$ cat config.mk
export PLATFORM = sky130hd
export DESIGN_NAME = pc_sequencer
export DESIGN_NICKNAME = d
export VERILOG_FILES = /design/src/rtl/pc_pkg.sv /design/src/rtl/sat_counter.sv /design/src/rtl/pc_sequencer.sv
export SDC_FILE = /design/constraint.sdc
export NUM_CORES = 1
export LEC_CHECK = 0
export CAP_MARGIN = 20
export CORE_ASPECT_RATIO = 1.1
export CORE_MARGIN = 3
export CORE_UTILIZATION = 48
export DETAILED_ROUTE_END_ITERATION = 16
export PLACE_DENSITY = 0.87
export SYNTH_ARGS = -nofsm -noshare
export SYNTH_HDL_FRONTEND = slang
export SYNTH_SLANG_ARGS = --single-unit
$ cat constraint.sdc
create_clock -name i_clock -period 2.8 [get_ports i_clock]
set_clock_uncertainty 0.1 [all_clocks]
set_input_delay 0.56 -clock i_clock [delete_from_list [all_inputs] [get_ports i_clock]]
set_output_delay 0.56 -clock i_clock [all_outputs]
set_load 0.03 [all_outputs]
$ cat src/rtl/pc_pkg.sv
// Shared encodings for the next-PC select path: the mux select values
// and the sequencer state encoding. Both the sequencer and the mux
// decode import this package so the select encoding has one definition.
package pc_pkg;

    localparam logic [1:0] SEL_INCR   = 2'b00;
    localparam logic [1:0] SEL_BRANCH = 2'b01;
    localparam logic [1:0] SEL_JUMP   = 2'b10;

    typedef enum logic [1:0] {
        ST_IDLE   = 2'b00,
        ST_RUN    = 2'b01,
        ST_STEP   = 2'b10,
        ST_HALTED = 2'b11
    } state_e;

    // Branch beats jump: the branch belongs to the older instruction.
    function automatic logic [1:0] select_of(input logic branch_taken, input logic jump);
        logic [1:0] sel;
        if (branch_taken) begin
            sel = SEL_BRANCH;
        end else if (jump) begin
            sel = SEL_JUMP;
        end else begin
            sel = SEL_INCR;
        end
        return sel;
    endfunction

endpackage

$ cat src/rtl/sat_counter.sv
// Saturating up-counter with enable and synchronous clear. Holds at
// all-ones instead of wrapping.
module sat_counter #(
    parameter int CNT_WIDTH = 32
) (
    input  logic                 i_clock,
    input  logic                 i_clear,
    input  logic                 i_enable,
    output logic [CNT_WIDTH-1:0] o_count
);

    localparam logic [CNT_WIDTH-1:0] CNT_ONE = CNT_WIDTH'(1);
    localparam logic [CNT_WIDTH-1:0] CNT_MAX = {CNT_WIDTH{1'b1}};

    logic [CNT_WIDTH-1:0] count_r;

    // Clear dominates; otherwise count up while enabled until saturated.
    always_ff @(posedge i_clock) begin
        if (i_clear) begin
            count_r <= {CNT_WIDTH{1'b0}};
        end else if (i_enable && (count_r != CNT_MAX)) begin
            count_r <= count_r + CNT_ONE;
        end
    end

    assign o_count = count_r;

endmodule

$ cat src/rtl/pc_sequencer.sv
// Control end of the next-PC path: owns the PC register, drives the
// next-PC mux select, gates PC advance on debug run/step, hazard stall
// and HALT, and parks redirects that arrive while the PC is held.
module pc_sequencer
    import pc_pkg::*;
#(
    parameter int                     DATA_WIDTH = 32,
    parameter int unsigned            PC_STEP    = 4,
    parameter logic [DATA_WIDTH-1:0]  RESET_PC   = '0,
    parameter int                     CNT_WIDTH  = 32
) (
    input  logic                  i_clock,
    input  logic                  i_reset,
    input  logic                  i_start,
    input  logic                  i_step,
    input  logic                  i_stall,
    input  logic                  i_branch_taken,
    input  logic                  i_jump,
    input  logic                  i_halt_fetched,
    input  logic [DATA_WIDTH-1:0] i_pc_next,
    output logic [DATA_WIDTH-1:0] o_pc,
    output logic [DATA_WIDTH-1:0] o_pc_incr,
    output logic [1:0]            o_select,
    output logic                  o_pc_write,
    output logic                  o_halted,
    output logic [CNT_WIDTH-1:0]  o_cycle_count
);

    localparam logic [DATA_WIDTH-1:0] STEP_W = DATA_WIDTH'(PC_STEP);

    state_e                state_r;
    logic [DATA_WIDTH-1:0] pc_r;
    logic [DATA_WIDTH-1:0] pending_pc_r;
    logic                  pending_r;
    logic                  halted_r;

    logic                  active_s;
    logic                  advance_s;
    logic                  redirect_s;
    logic                  halt_take_s;
    logic                  pc_write_s;
    logic [1:0]            select_s;

    // Advance/halt qualification and mux select for the current cycle.
    always_comb begin
        active_s    = 1'b0;
        advance_s   = 1'b0;
        redirect_s  = i_branch_taken | i_jump;
        halt_take_s = 1'b0;
        pc_write_s  = 1'b0;
        select_s    = select_of(i_branch_taken, i_jump);
        if ((state_r == ST_RUN) || (state_r == ST_STEP)) begin
            active_s = 1'b1;
        end else begin
            active_s = 1'b0;
        end
        advance_s = active_s & ~i_stall;
        // A redirect or parked redirect means the HALT is on the wrong path.
        if (advance_s && i_halt_fetched && !redirect_s && !pending_r) begin
            halt_take_s = 1'b1;
        end else begin
            halt_take_s = 1'b0;
        end
        pc_write_s = advance_s & ~halt_take_s;
    end

    // Sequencer FSM together with the PC, parked-redirect and halt registers.
    always_ff @(posedge i_clock) begin
        if (i_reset) begin
            state_r      <= ST_IDLE;
            pc_r         <= RESET_PC;
            pending_r    <= 1'b0;
            pending_pc_r <= {DATA_WIDTH{1'b0}};
            halted_r     <= 1'b0;
        end else begin
            case (state_r)
                ST_IDLE: begin
                    if (i_start) begin
                        state_r <= ST_RUN;
                    end else if (i_step) begin
                        state_r <= ST_STEP;
                    end
                    halted_r <= 1'b0;
                end
                ST_RUN: begin
                    if (halt_take_s) begin
                        state_r  <= ST_HALTED;
                        halted_r <= 1'b1;
                    end
                end
                ST_STEP: begin
                    if (halt_take_s) begin
                        state_r  <= ST_HALTED;
                        halted_r <= 1'b1;
                    end else if (advance_s) begin
                        state_r <= ST_IDLE;
                    end
                end
                ST_HALTED: begin
                    halted_r <= 1'b1;
                end
                default: begin
                    state_r  <= ST_IDLE;
                    halted_r <= 1'b0;
                end
            endcase

            if (pc_write_s) begin
                pc_r <= pending_r ? pending_pc_r : i_pc_next;
            end

            // A parked redirect is consumed by the next PC write; new
            // requests while one is parked are dropped (upstream repeats them).
            if (pc_write_s && pending_r) begin
                pending_r <= 1'b0;
            end else if (redirect_s && !advance_s && !pending_r) begin
                pending_r    <= 1'b1;
                pending_pc_r <= i_pc_next;
            end
        end
    end

    sat_counter #(
        .CNT_WIDTH (CNT_WIDTH)
    ) u_cycle_counter (
        .i_clock  (i_clock),
        .i_clear  (i_reset),
        .i_enable (active_s),
        .o_count  (o_cycle_count)
    );

    assign o_pc       = pc_r;
    assign o_pc_incr  = pc_r + STEP_W;
    assign o_select   = select_s;
    assign o_pc_write = pc_write_s;
    assign o_halted   = halted_r;

endmodule

### Word-level counts from Yosys, hierarchy flattened

Cells that the tools add are included.

| storage, ports and cells | value |
|---|---|
| bits of input ports | 40 |
| register bits | 100 |
| output and inout bits | 100 |
| word-level logic and storage cells | 52 |

| cells by class | value |
|---|---|
| bitwise operators | 6 |
| add/subtract/negate cells | 2 |
| reduce and logical (&&, ||, !) cells | 17 |
| eq/ne operators | 8 |
| multiplexer cells | 13 |

Operator list:

| kind | count |
|---|---|
| adder 32 x 1 -> 32 bit (second input constant) | 1 |
| adder 32 x 3 -> 32 bit (second input constant) | 1 |
| 2-to-1 mux 32 bit | 1 |
| inequality test 32 bit (second input constant) | 1 |
| 2-to-1 mux 2 bit | 7 |
| logical AND 1 bit | 7 |
| inequality test 3 bit (second input constant) | 2 |
| case mux 2 bit (3 select lines) | 1 |
| == test 2 bit (second input constant) | 2 |
| AND reduction 4 bit | 1 |
| OR reduction 2 bit | 2 |
| zero test 1 bit | 3 |
| 2-to-1 mux 1 bit | 3 |
| inverter 1 bit | 3 |
| case mux 1 bit (3 select lines) | 1 |
| nonzero test 3 bit | 1 |
| AND 1 bit | 2 |
| == test 2 x 1 -> 1 bit (second input constant) | 1 |
| zero test 2 bit | 1 |
| inequality test 2 x 1 -> 1 bit (second input constant) | 1 |
| inequality test 2 bit (second input constant) | 1 |
| AND reduction 2 bit | 1 |
| logical OR 1 bit | 1 |
| bitwise OR 1 bit | 1 |

### Logic depth before layout (Yosys ltp)

| logic depth | value |
|---|---|
| depth in word-level cells | 13 |
| depth in mapped cells | 9 |
| mapped depth without buffers | 7 |

### Cells and area by module

A second synthesis with hierarchy kept.

| unflattened totals | value |
|---|---|
| cells, all modules | 603 |
| area total of the unflattened synthesis | 5064.9 µm² |

Modules (own cells, without submodules):

| module | area an instance (µm²) | cells each | seq. area each (µm²) | times used |
|---|---|---|---|---|
| pc_sequencer | 3390.8 | 404 | 1361.3 | 1 |
| sat_counter | 1674.1 | 199 | 640.6 | 1 |

### Worst setup path before layout

No wires, ideal clock.

| path | value |
|---|---|
| path type | reg-to-output |
| from | reg pc_r[2], in the netlist o_pc[2] |
| to | out o_pc_incr[24] |
| required time | 2.140 ns |
| cell stages (with the launch flop) | 8 |
| slack | -0.197 ns |
| arrival | 2.337 ns |
| path buffers | 1 |
| path through | dfxtp_1 ha_1 nand3_1 nor4_1 and2_0 buf_2 nand3_1 xnor2_1 |

| on the way | value |
|---|---|
| longest elaborated chain between the ends | 1 |

Ends and longest elaborated chain:

| item | RTL line | text |
|---|---|---|
| start, declared | pc_sequencer.sv:32 | `logic [DATA_WIDTH-1:0] pc_r;` |
| start signal, assigned | pc_sequencer.sv:109 | `pc_r <= pending_r ? pending_pc_r : i_pc_next;` |
| adder 32 x 3 -> 32 bit | pc_sequencer.sv:133 | `assign o_pc_incr = pc_r + STEP_W;` |
| end, declared | pc_sequencer.sv:22 | `output logic [DATA_WIDTH-1:0] o_pc_incr,` |

Every way passes these cells.

### Worst setup path after layout

| path | value |
|---|---|
| from | reg pc_r[10], in the netlist o_pc[10] |
| to | out o_pc_incr[26] |

The elaborated chain is that of the path after synthesis.

==> out/metrics.yaml <==
run_status:
  status: "finished, final reports clean"
finish:
  layout_commonest_cell: "clkdlybuf4s50_1"
  areaGrowthSynthToFinish_pct: 38.05
  multi_input_area_um2: 2831
  regArea_um2: 2024
  final_area_um2: 6828
  nFillCells: 768
  nets: 765
  final_cell_mix: "112 x clkdlybuf4s50_1, 90 x dfxtp_1, 82 x nand2_1, 54 x nor2_1, 52 x a21oi_1"
  n_antenna_cell: 0
  drive_gt1_share_pct: 14.94
routing:
  vias: 4795
  post_drt_wl_per_cell_um: 16.35
  avgViaCountPerCell: 5.688
  drc: 0
  initialDrtViolationCount: 166
  wirelength_mm: 13.79
  ant_nets: 0
  drtPass1Iterations: 4
sta:
  slew_violations: 0
  final.period_utilization_pct: 99.60
  tns_ns: 0
  finalHoldViolations: 0
  slew_headroom_pct: 55.08
  whs_ns: 0.3598
  worstMarginPinSlew_ns: 0.6737
  setup_viol: 0
  grt_setup_unrepaired: "yes"
  fmax_mhz: 358.6
  period_minus_slack_ns: 2.789
die:
  initial_core_util_pct: 49.77
  coreArea_um2: 9937
  die_h_um: 112.5
  die_x_um: 102.8
  io_pins: 140
  rows: 38
  die_area_um2: 11560
logic_synthesis:
  synthArstFlopShare_pct: 0
  netlist_area_um2: 4946
  synth_cells: 579
  synthFlopType: "dfxtp_1"
  syn_nets: 626
  synth.yosys.seq_area_share_pct: 40.48
  synthTopCellsByArea: "dfxtp_1 40%, mux2i_1 6.7%, nand2_1 6.2%"
  syn_area_per_cell_um2: 8.542
  ys_warn_count: 0
  yosysTopAreaCellShare_pct: 40.48
  synth_top_area_cell: "dfxtp_1"
  yosys_register_bits: 100
  synth-edff-count: 0
  synth.distinct_cells: 46
critical_path:
  worstSetupPathType: "flip-flop to output port"
  cp-start-kind: "flip-flop"
  cp.arrival_ns: 2.13
  cp_max_fo: 5
  r2r_slack_ns: 0.44
  cp_cell_sequence: "nand4_1 > buf_4 > nor4_2 > buf_4 > and2_4 > nand3_1 > xnor2_2 > buf_4"
  crit_top_cell: "buf_4"
  cpPeakStageDelay_ns: 0.36
  slowest_stage: "dfxtp_4"
  end_kind: "output port"
  crit_required_ns: 2.14
power_and_ir_drop:
  max-vdd-ir-drop_v: 0.0003244
  p_leak_nw: 2.556
  finalPower_mw: 5.636
  p_per_area_nw_per_um2: 825.5
clocking:
  worstSkewPairLatency_ns: 0.35
  cts_buffers: 9
  cts_tree: "built"
  clkTransAtPathRegs_ns: 0.09
  clock-sinks: 100
  htreeDepth: 3
  hold_buffers: 0
  root_buffer: "clkbuf_8"
  clock_path_buffers: 2
grt:
  grt_pass1_vias: 4636
  grt_use_total_pct: 23.27
  antenna_found_initial: 0
  grt_overflow: 0
  grt_max_degree: 65
  grt_first_pass_wirelength_mm: 22.07
worst_hold_path:
  hp-class: "flip-flop to flip-flop"
placed_design:
  dp_hpwl_mm: 9.587
  post_dp_cell_area_um2: 6470
  routabilityCongestion: 0.8708
  numPortBuffers: 139
flow_run:
  cap_violations: 0
## kinds of logic (layout without fill, tap and decap cells)
kind of cell | after synthesis | count (layout) | share of synthesized area [%]
buffers and inverters | 48 | 192 | 4.832
adders and majority gates | 7 | 7 | 1.771
AOI/OAI and AO/OA | 115 | 115 | 14.90
DFF | 100 | 100 | 40.48
and+or+nand+nor | 233 | 233 | 23.63
xor gates and xnor gates | 41 | 41 | 7.260
muxes | 35 | 35 | 7.134
## flip-flops by register name (all words and copies together), names as in the netlist
signal                   cells
state_r                      2
pending_pc_r                32
o_pc                        32
u_cycle_counter.o_count     32
pending_r                    1
o_halted                     1
## layout make-up
| class | count | share of cell area [%] |
|---|---|---|
| clock buffer | 11 | 1.924 |
| clock inverter | 5 | 1.228 |
| inverter | 11 | 0.6047 |
| multi-input combinational | 431 | 41.47 |
| sequential | 100 | 29.65 |
| tap | 120 | 2.199 |
| timing repair buffer | 165 | 22.92 |
## metal layers
| metal | wire, µm | track usage (%) | vias to the layer above |
|---|---|---|---|
| li1 | - | - | 2335 |
| met1 | 5615 | 27.27 | 2293 |
| met2 | 7230 | 42.33 | 151 |
| met3 | 817 | 5.221 | 16 |
| met4 | 122 | 5.699 | 0 |
| met5 | 0 | 0 | - |
## cells in the mapped netlist (2+ instances only)
library cell and number:
xnor2_1 31, o31ai_1 9, a2111oi_0 2, and2_2 3
and2_1 2, nand4_1 12, a211oi_1 35, nor2b_1 4
or3_1 8, or2_2 2, nor3_1 7, buf_4 4
inv_1 11, mux2i_1 33, dfxtp_1 100, nor2_1 54
or4_1 8, ha_1 7, nand4_4 2, o21ai_0 8
nand2_1 82, and4_1 4, and3_1 8, and4_2 5
a21oi_1 52, nand3_1 23, buf_2 9, clkbuf_1 20
nor4_1 3, a31oi_1 2, clkbuf_8 2, o2111ai_1 3
mux2_2 2, xor2_1 10
## per-stage QoR
| stage | util, % | cells | worst slack (ns) |
|---|---|---|---|
| after floorplan | - | 579 | -0.04791 |
| after global placement | 65.11 | 821 | -0.06651 |
| after detailed placement | 65.11 | 821 | -0.06101 |
| after CTS | 67.73 | 839 | 0.01652 |
| after global routing | 68.71 | 843 | -0.1087 |
| final | 68.71 | 843 | 0.01115 |
## report_power, final
group          switching (mW)  leakage (nW)  internal, mW
Sequential              0.282         0.821          1.71
Combinational            1.56          1.63          1.08
Clock                   0.501         0.100         0.508
## worst paths after layout
| path | end | cells past startpoint | start |
|---|---|---|---|
| hold / removal | pending_pc_r[2] | 2 | pending_pc_r[2] |
| hold reg to reg | pending_pc_r[2] | 2 | pending_pc_r[2] |
| setup / recovery | o_pc_incr[26] | 8 | o_pc[10] |
| setup reg to reg | o_pc[17] | 8 | state_r[1] |
## what timing repair did
item                                    CTS  global route
pin swaps                                 1             6
setup buffers                             2             4
gates resized for setup                  22            27
endpoints found under the setup margin   18            19
cloned                                    0             0
## critical path: cells and delay by family (launching register included)
family / cells / cell delay [ns]
simple gates: 4 / 0.72
buf+inv: 3 / 0.53
xor+xnor: 1 / 0.17
flops: 1 / 0.36
(Power assumes the default switching activity.)
